<file path="src/rtl/mem_stage.sv">
// Memory-access pipeline stage: issues data-memory loads/stores over a req/ack handshake,
// stalls upstream while an access is outstanding, and registers the MEM/WB values.
module mem_stage (
    input  logic        clk,
    input  logic        reset,
    input  logic        in_valid,
    input  logic        MemRead,
    input  logic        MemWrite,
    input  logic        MemtoReg,
    input  logic        RegWrite,
    input  logic [1:0]  size,
    input  logic        load_signed,
    input  logic [31:0] Aluout,
    input  logic [31:0] wdata,
    input  logic [4:0]  rd,
    output logic        mem_stall,
    output logic        d_req,
    output logic        d_we,
    output logic [31:0] d_addr,
    output logic [31:0] d_wdata,
    output logic [3:0]  d_wstrb,
    input  logic        d_ack,
    input  logic [31:0] d_rdata,
    output logic        MemtoReg_out,
    output logic        RegWrite_out,
    output logic [31:0] Aluout_out,
    output logic [31:0] rdata_out,
    output logic [4:0]  rd_out,
    output logic        addr_err,
    output logic [31:0] bad_addr
);

    typedef enum logic [0:0] {StIdle, StWait} state_e;

    state_e      state_q, state_d;
    logic        req_q, req_d, we_q, we_d;
    logic [31:0] addr_q, addr_d, wdata_q, wdata_d;
    logic [3:0]  wstrb_q, wstrb_d;
    logic [1:0]  lsize_q, lsize_d, loff_q, loff_d;
    logic        lsigned_q, lsigned_d;
    logic        hold_m2r_q, hold_m2r_d, hold_rw_q, hold_rw_d;
    logic [31:0] hold_alu_q, hold_alu_d;
    logic [4:0]  hold_rd_q, hold_rd_d;
    logic        wb_m2r_q, wb_m2r_d, wb_rw_q, wb_rw_d;
    logic [31:0] wb_alu_q, wb_alu_d, wb_rdata_q, wb_rdata_d;
    logic [4:0]  wb_rd_q, wb_rd_d;
    logic        err_q, err_d;
    logic [31:0] bad_q, bad_d;

    logic        memop, misaligned, stall;
    logic [7:0]  ld_byte;
    logic [15:0] ld_half;
    logic [31:0] ld_data;

    assign memop      = in_valid & (MemRead | MemWrite);
    assign misaligned = (size == 2'b01) ? Aluout[0] : (size[1] & (Aluout[1:0] != 2'b00));

    // Alignment and extension of the returned word, using the fields latched at issue.
    always_comb begin
        ld_byte = 8'(d_rdata >> {loff_q, 3'b000});
        ld_half = loff_q[1] ? d_rdata[31:16] : d_rdata[15:0];
        case (lsize_q)
            2'b00:   ld_data = {{24{lsigned_q & ld_byte[7]}}, ld_byte};
            2'b01:   ld_data = {{16{lsigned_q & ld_half[15]}}, ld_half};
            default: ld_data = d_rdata;
        endcase
    end

    always_comb begin
        state_d    = state_q;
        req_d      = req_q;
        we_d       = we_q;
        addr_d     = addr_q;
        wdata_d    = wdata_q;
        wstrb_d    = wstrb_q;
        lsize_d    = lsize_q;
        loff_d     = loff_q;
        lsigned_d  = lsigned_q;
        hold_m2r_d = hold_m2r_q;
        hold_rw_d  = hold_rw_q;
        hold_alu_d = hold_alu_q;
        hold_rd_d  = hold_rd_q;
        wb_m2r_d   = wb_m2r_q;
        wb_rw_d    = wb_rw_q;
        wb_alu_d   = wb_alu_q;
        wb_rdata_d = wb_rdata_q;
        wb_rd_d    = wb_rd_q;
        err_d      = 1'b0;
        bad_d      = bad_q;
        stall      = 1'b0;

        case (state_q)
            StIdle: begin
                if (memop && !misaligned) begin
                    stall      = 1'b1;
                    state_d    = StWait;
                    req_d      = 1'b1;
                    we_d       = MemWrite;
                    addr_d     = {Aluout[31:2], 2'b00};
                    lsize_d    = size;
                    loff_d     = Aluout[1:0];
                    lsigned_d  = load_signed;
                    hold_m2r_d = MemtoReg;
                    hold_rw_d  = RegWrite;
                    hold_alu_d = Aluout;
                    hold_rd_d  = rd;
                    if (MemWrite) begin
                        case (size)
                            2'b00: begin
                                wdata_d = {4{wdata[7:0]}};
                                wstrb_d = 4'b0001 << Aluout[1:0];
                            end
                            2'b01: begin
                                wdata_d = {2{wdata[15:0]}};
                                wstrb_d = Aluout[1] ? 4'b1100 : 4'b0011;
                            end
                            default: begin
                                wdata_d = wdata;
                                wstrb_d = 4'b1111;
                            end
                        endcase
                    end else begin
                        wdata_d = 32'h0;
                        wstrb_d = 4'b0000;
                    end
                    wb_m2r_d   = 1'b0;
                    wb_rw_d    = 1'b0;
                    wb_alu_d   = 32'h0;
                    wb_rdata_d = 32'h0;
                    wb_rd_d    = 5'd0;
                end else begin
                    // Plain ALU op, bubble, or misaligned access that is squashed here.
                    wb_m2r_d   = MemtoReg;
                    wb_rw_d    = RegWrite & in_valid & ~memop;
                    wb_alu_d   = Aluout;
                    wb_rdata_d = 32'h0;
                    wb_rd_d    = rd;
                    if (memop) begin
                        err_d = 1'b1;
                        bad_d = Aluout;
                    end
                end
            end
            StWait: begin
                stall = ~d_ack;
                if (d_ack) begin
                    state_d    = StIdle;
                    req_d      = 1'b0;
                    wb_m2r_d   = hold_m2r_q;
                    wb_rw_d    = hold_rw_q;
                    wb_alu_d   = hold_alu_q;
                    wb_rdata_d = we_q ? 32'h0 : ld_data;
                    wb_rd_d    = hold_rd_q;
                end
            end
            default: state_d = StIdle;
        endcase
    end

    always_ff @(posedge clk or negedge reset) begin
        if (!reset) begin
            state_q    <= StIdle;
            req_q      <= 1'b0;
            we_q       <= 1'b0;
            addr_q     <= 32'h0;
            wdata_q    <= 32'h0;
            wstrb_q    <= 4'b0000;
            lsize_q    <= 2'b00;
            loff_q     <= 2'b00;
            lsigned_q  <= 1'b0;
            hold_m2r_q <= 1'b0;
            hold_rw_q  <= 1'b0;
            hold_alu_q <= 32'h0;
            hold_rd_q  <= 5'd0;
            wb_m2r_q   <= 1'b0;
            wb_rw_q    <= 1'b0;
            wb_alu_q   <= 32'h0;
            wb_rdata_q <= 32'h0;
            wb_rd_q    <= 5'd0;
            err_q      <= 1'b0;
            bad_q      <= 32'h0;
        end else begin
            state_q    <= state_d;
            req_q      <= req_d;
            we_q       <= we_d;
            addr_q     <= addr_d;
            wdata_q    <= wdata_d;
            wstrb_q    <= wstrb_d;
            lsize_q    <= lsize_d;
            loff_q     <= loff_d;
            lsigned_q  <= lsigned_d;
            hold_m2r_q <= hold_m2r_d;
            hold_rw_q  <= hold_rw_d;
            hold_alu_q <= hold_alu_d;
            hold_rd_q  <= hold_rd_d;
            wb_m2r_q   <= wb_m2r_d;
            wb_rw_q    <= wb_rw_d;
            wb_alu_q   <= wb_alu_d;
            wb_rdata_q <= wb_rdata_d;
            wb_rd_q    <= wb_rd_d;
            err_q      <= err_d;
            bad_q      <= bad_d;
        end
    end

    assign mem_stall    = reset & stall;
    assign d_req        = req_q;
    assign d_we         = we_q;
    assign d_addr       = addr_q;
    assign d_wdata      = wdata_q;
    assign d_wstrb      = wstrb_q;
    assign MemtoReg_out = wb_m2r_q;
    assign RegWrite_out = wb_rw_q;
    assign Aluout_out   = wb_alu_q;
    assign rdata_out    = wb_rdata_q;
    assign rd_out       = wb_rd_q;
    assign addr_err     = err_q;
    assign bad_addr     = bad_q;

endmodule

</file>
<file path="config.mk">
export PLATFORM = sky130hd
export DESIGN_NAME = mem_stage
export DESIGN_NICKNAME = d
export VERILOG_FILES = /design/src/rtl/mem_stage.sv
export SDC_FILE = /design/constraint.sdc
export NUM_CORES = 1
export LEC_CHECK = 0
export CORE_MARGIN = 2
export CORE_UTILIZATION = 47
export DETAILED_ROUTE_END_ITERATION = 7
export PLACE_DENSITY = 0.87
export SYNTH_ARGS = -nofsm -noshare
export SYNTH_HDL_FRONTEND = slang
export SYNTH_SLANG_ARGS = --single-unit
</file>
<file path="constraint.sdc">
create_clock -name clk -period 2.29 [get_ports clk]
set_input_delay 0.458 -clock clk [delete_from_list [all_inputs] [get_ports clk]]
set_output_delay 0.458 -clock clk [all_outputs]
set_load 0.02 [all_outputs]
</file>
==> results.py <==
metrics = {
    "floorplan": {
        "initial_core_util": 0.4751,
        "fp-row-count": 51,
        "die_area_mm2": 0.02068,
        "core-area_mm2": 0.01933,
        "die_height_um": 143.8,
        "io_pins": 287,
        "die_w_um": 143.8,
    },
    "cts": {
        "cts_buffers": 17,
        "cts.sinks": 185,
        "clk_pin_slew_ns": 0.07,
        "cts_buffer_depth": 2,
        "ctsHoldBuffers": 0,
        "clock_latency_ns": 0.43,
        "h-tree-depth": 4,
        "tritoncts": "built",
        "clock-root-buffer": "clkbuf_16",
    },
    "route": {
        "drt-wirelength-per-cell_um": 19.66,
        "wl_met3_um": 1723,
        "via_count": 7034,
        "highest_layer": "met4",
        "wl_met2_um": 12650,
        "routed_via_density": 5.432,
        "initialDrtViolationCount": 417,
        "wirelength_um": 25460,
        "firstDrtPassIters": 5,
        "ant_nets": 0,
        "drcViolationCount": 0,
        "wl_met1_um": 10450,
    },
    "critical_path": {
        "cp.required_ns": 1.83,
        "crit_fanout": 3,
        "cp-start-kind": "input port",
        "critPathKind": "in2out",
        "cp-startpoint": "Aluout[1]",
        "cp_cell_sequence": "clkdlybuf4s50_1 -> o21a_4 -> nor4_4 -> o21a_1 -> buf_4",
        "cpMaxStageDelayCell": "clkdlybuf4s50_1",
        "slowest_delay_ns": 0.46,
        "cp-end-kind": "primary output",
        "worstReg2RegStart": "state_q",
        "arrival_ns": 1.76,
    },
    "sta": {
        "setup_viol": 0,
        "finClkSkew_ns": 0.01154,
        "finalHoldWorstSlack_ns": 0.1308,
        "rsz0062_at_grt": "no",
        "fmax_ghz": 0.4507,
        "maxSlewHeadroom": 0.4648,
        "post-route-period-util": 0.9689,
        "hold_violations": 0,
        "slew_violations": 0,
        "layout_min_cycle_time_ns": 2.219,
        "worst_slew_pin_slew_ns": 0.8028,
    },
    "pwr": {
        "vdd_drop_max_v": 0.0005187,
        "p_leak_uw": 0.005582,
        "power_uw": 11650,
        "power-per-cell-area_mw_per_mm2": 908.8,
    },
    "grt": {
        "globalRouteOverflowTotal": 0,
        "grt_max_degree": 137,
        "grt.total_usage": 0.2467,
        "antenna_found_initial": 0,
        "grt_first_pass_wirelength_um": 39700,
        "grt_pass1_vias": 7280,
    },
    "worst_hold_path": {
        "min_path_type": "in2async",
    },
    "placement": {
        "dpl-instance-area_mm2": 0.01221,
        "dp_hpwl_um": 17990,
        "numPortBuffers": 284,
        "place_congestion": 0.8563,
    },
    "synthesis": {
        "synth_top_family_by_area": "multiplexers",
        "avgSynthCellArea_um2": 11.93,
        "synth_xor_area_frac": 0,
        "synthDistinctLibCells": 51,
        "synth-edff-count": 0,
        "synth_area_mm2": 0.009185,
        "synthMuxAreaShare": 0.2283,
        "syn_inst": 770,
        "yosys_warnings": 0,
        "synthSimpleGateAreaFrac": 0.08010,
        "synthAdderAreaFrac": 0,
        "yosysSeqAreaShare": 0.5040,
        "async_flop_share": 1.000,
        "yosys_most_used_dff": "dfrtp_1",
        "synth-compound-area-share": 0.1238,
        "synth-seq-cells": 185,
    },
    "layout": {
        "num_antenna_cells": 0,
        "final_nets": 1129,
        "final_cell_area_mm2": 0.01281,
        "fillers": 1514,
        "drive_gt1_frac": 0.2233,
        "seq_area_mm2": 0.004629,
        "area_growth_pct": 39.50,
        "multi_input_area_mm2": 0.003990,
    },
    "run_status": {
        "status": "finished clean",
    },
    "run": {
        "maxCapViolations": 0,
    },
}
-- path summary, 6_finish.rpt --
check                                  to  slack, ns  cells after the start
setup / recovery                mem_stall       0.07                      5
hold / removal               rdata_out[8]       0.13                      2
setup reg to reg            hold_alu_q[2]       0.39                      3
hold reg to reg                d_wstrb[0]       0.50                      2
max in group asynchronous  hold_alu_q[24]       1.51                      2
min in group clk                  state_q       0.41                      2
-- cell type report --
type	instances	area share
multi-input cells	478	0.3114
flip-flops and latches	185	0.3613
repair buffers	319	0.2501
well taps	265	0.02588
clock inverters	14	0.01230
clock buffers	18	0.03427
inverters	16	0.004785
-- stage by stage --
stage | worst slack, ns | util | setup TNS (ns) | instances
finish | 0.07131 | 0.6627 | 0 | 1295
CTS | 0.04442 | 0.6625 | 0 | 1295
global placement | -0.09387 | 0.6313 | -4.329 | 1262
floorplan | 0.02834 | - | 0 | 771
global route | 0.001559 | 0.6627 | 0 | 1295
detailed placement | -0.1182 | 0.6313 | -7.019 | 1262
-- synthesized netlist by cell type, types with 2 or more instances --
library cell / n / area [µm²]
o31ai_1: 2 / 15.01
o22ai_1: 16 / 100.1
mux2_2: 70 / 788.3
a211oi_1: 9 / 67.56
buf_4: 32 / 240.2
nand2_1: 34 / 127.6
a2bb2oi_1: 17 / 148.9
and3b_1: 3 / 26.28
or3b_2: 8 / 70.07
a22oi_1: 9 / 67.56
a221oi_1: 7 / 61.31
mux2i_1: 73 / 730.7
nand2b_1: 5 / 31.28
o21ai_0: 25 / 125.1
dfrtp_1: 185 / 4629
a21oi_1: 14 / 70.07
buf_1: 8 / 30.03
nor2b_1: 16 / 100.1
mux2_4: 34 / 510.5
buf_2: 9 / 45.04
o41ai_1: 2 / 17.52
inv_2: 3 / 11.26
a31o_2: 38 / 332.8
and4b_1: 7 / 70.07
clkbuf_1: 37 / 138.9
a222oi_1: 2 / 20.02
mux2_1: 6 / 67.56
inv_1: 12 / 45.04
nand3_1: 7 / 35.03
nor2_1: 48 / 180.2
buf_6: 6 / 67.56
o211ai_1: 7 / 52.55
-- worst max-delay path: cells and delay by family --
kind            cells  cell delay, ns
buf+inv             2            0.60
compound gates      2            0.40
simple gates        1            0.30
-- cells by family after synthesis --
| logic type | count (synthesis) |
|---|---|
| buf+inv | 108 |
| mux | 183 |
| flops | 185 |
| simple gates | 138 |
| other cells | 1 |
| compound gates | 155 |
-- timing repair --
item,4_1_cts,5_1_grt
pin swaps,1,0
buffers inserted,1,0
endpoints found under the setup margin,1,1
resized for setup,0,1
-- placed cells by master, fill, tap and decap left out, types with 8 or more instances in the layout --
master           synthesis  final
nand2_1                 34     34
o22ai_1                 16     16
a211oi_1                 9      9
nor2_1                  48     48
buf_12                   0      8
o21ai_0                 25     25
inv_1                   12     12
a22oi_1                  9      9
a31o_2                  38     38
a21oi_1                 14     14
or3b_2                   8      8
clkbuf_16                0     17
buf_4                   32     29
mux2_4                  34     34
a2bb2oi_1               17     17
dfrtp_1                185    185
nor2b_1                 16     16
mux2i_1                 73     73
clkdlybuf4s50_1          0    281
mux2_2                  70     70
-- routing by layer --
| layer | up-vias | global-route usage |
|---|---|---|
| li1 | 3265 | - |
| met1 | 3458 | 0.3163 |
| met2 | 262 | 0.4005 |
| met3 | 49 | 0.06564 |
| met4 | 0 | 0.09494 |
| met5 | - | 0 |
-- sequential cells by signal (all words and copies together), names as in the netlist, 2 cells and up --
| signal | cells |
|---|---|
| lsize_q | 2 |
| d_wdata | 32 |
| hold_alu_q | 31 |
| rd_out | 5 |
| hold_rd_q | 5 |
| d_wstrb | 4 |
| Aluout_out | 32 |
| rdata_out | 32 |
| bad_addr | 32 |
-- report_power, final --
part           total (µW)  leakage [µW]  internal [µW]  switching [µW]
clock network        2970      0.000289           1580            1390
logic                4210       0.00298           2220            1990
registers            4460       0.00231           3940             524
Note: power is estimated with default switching activity, not from simulation.
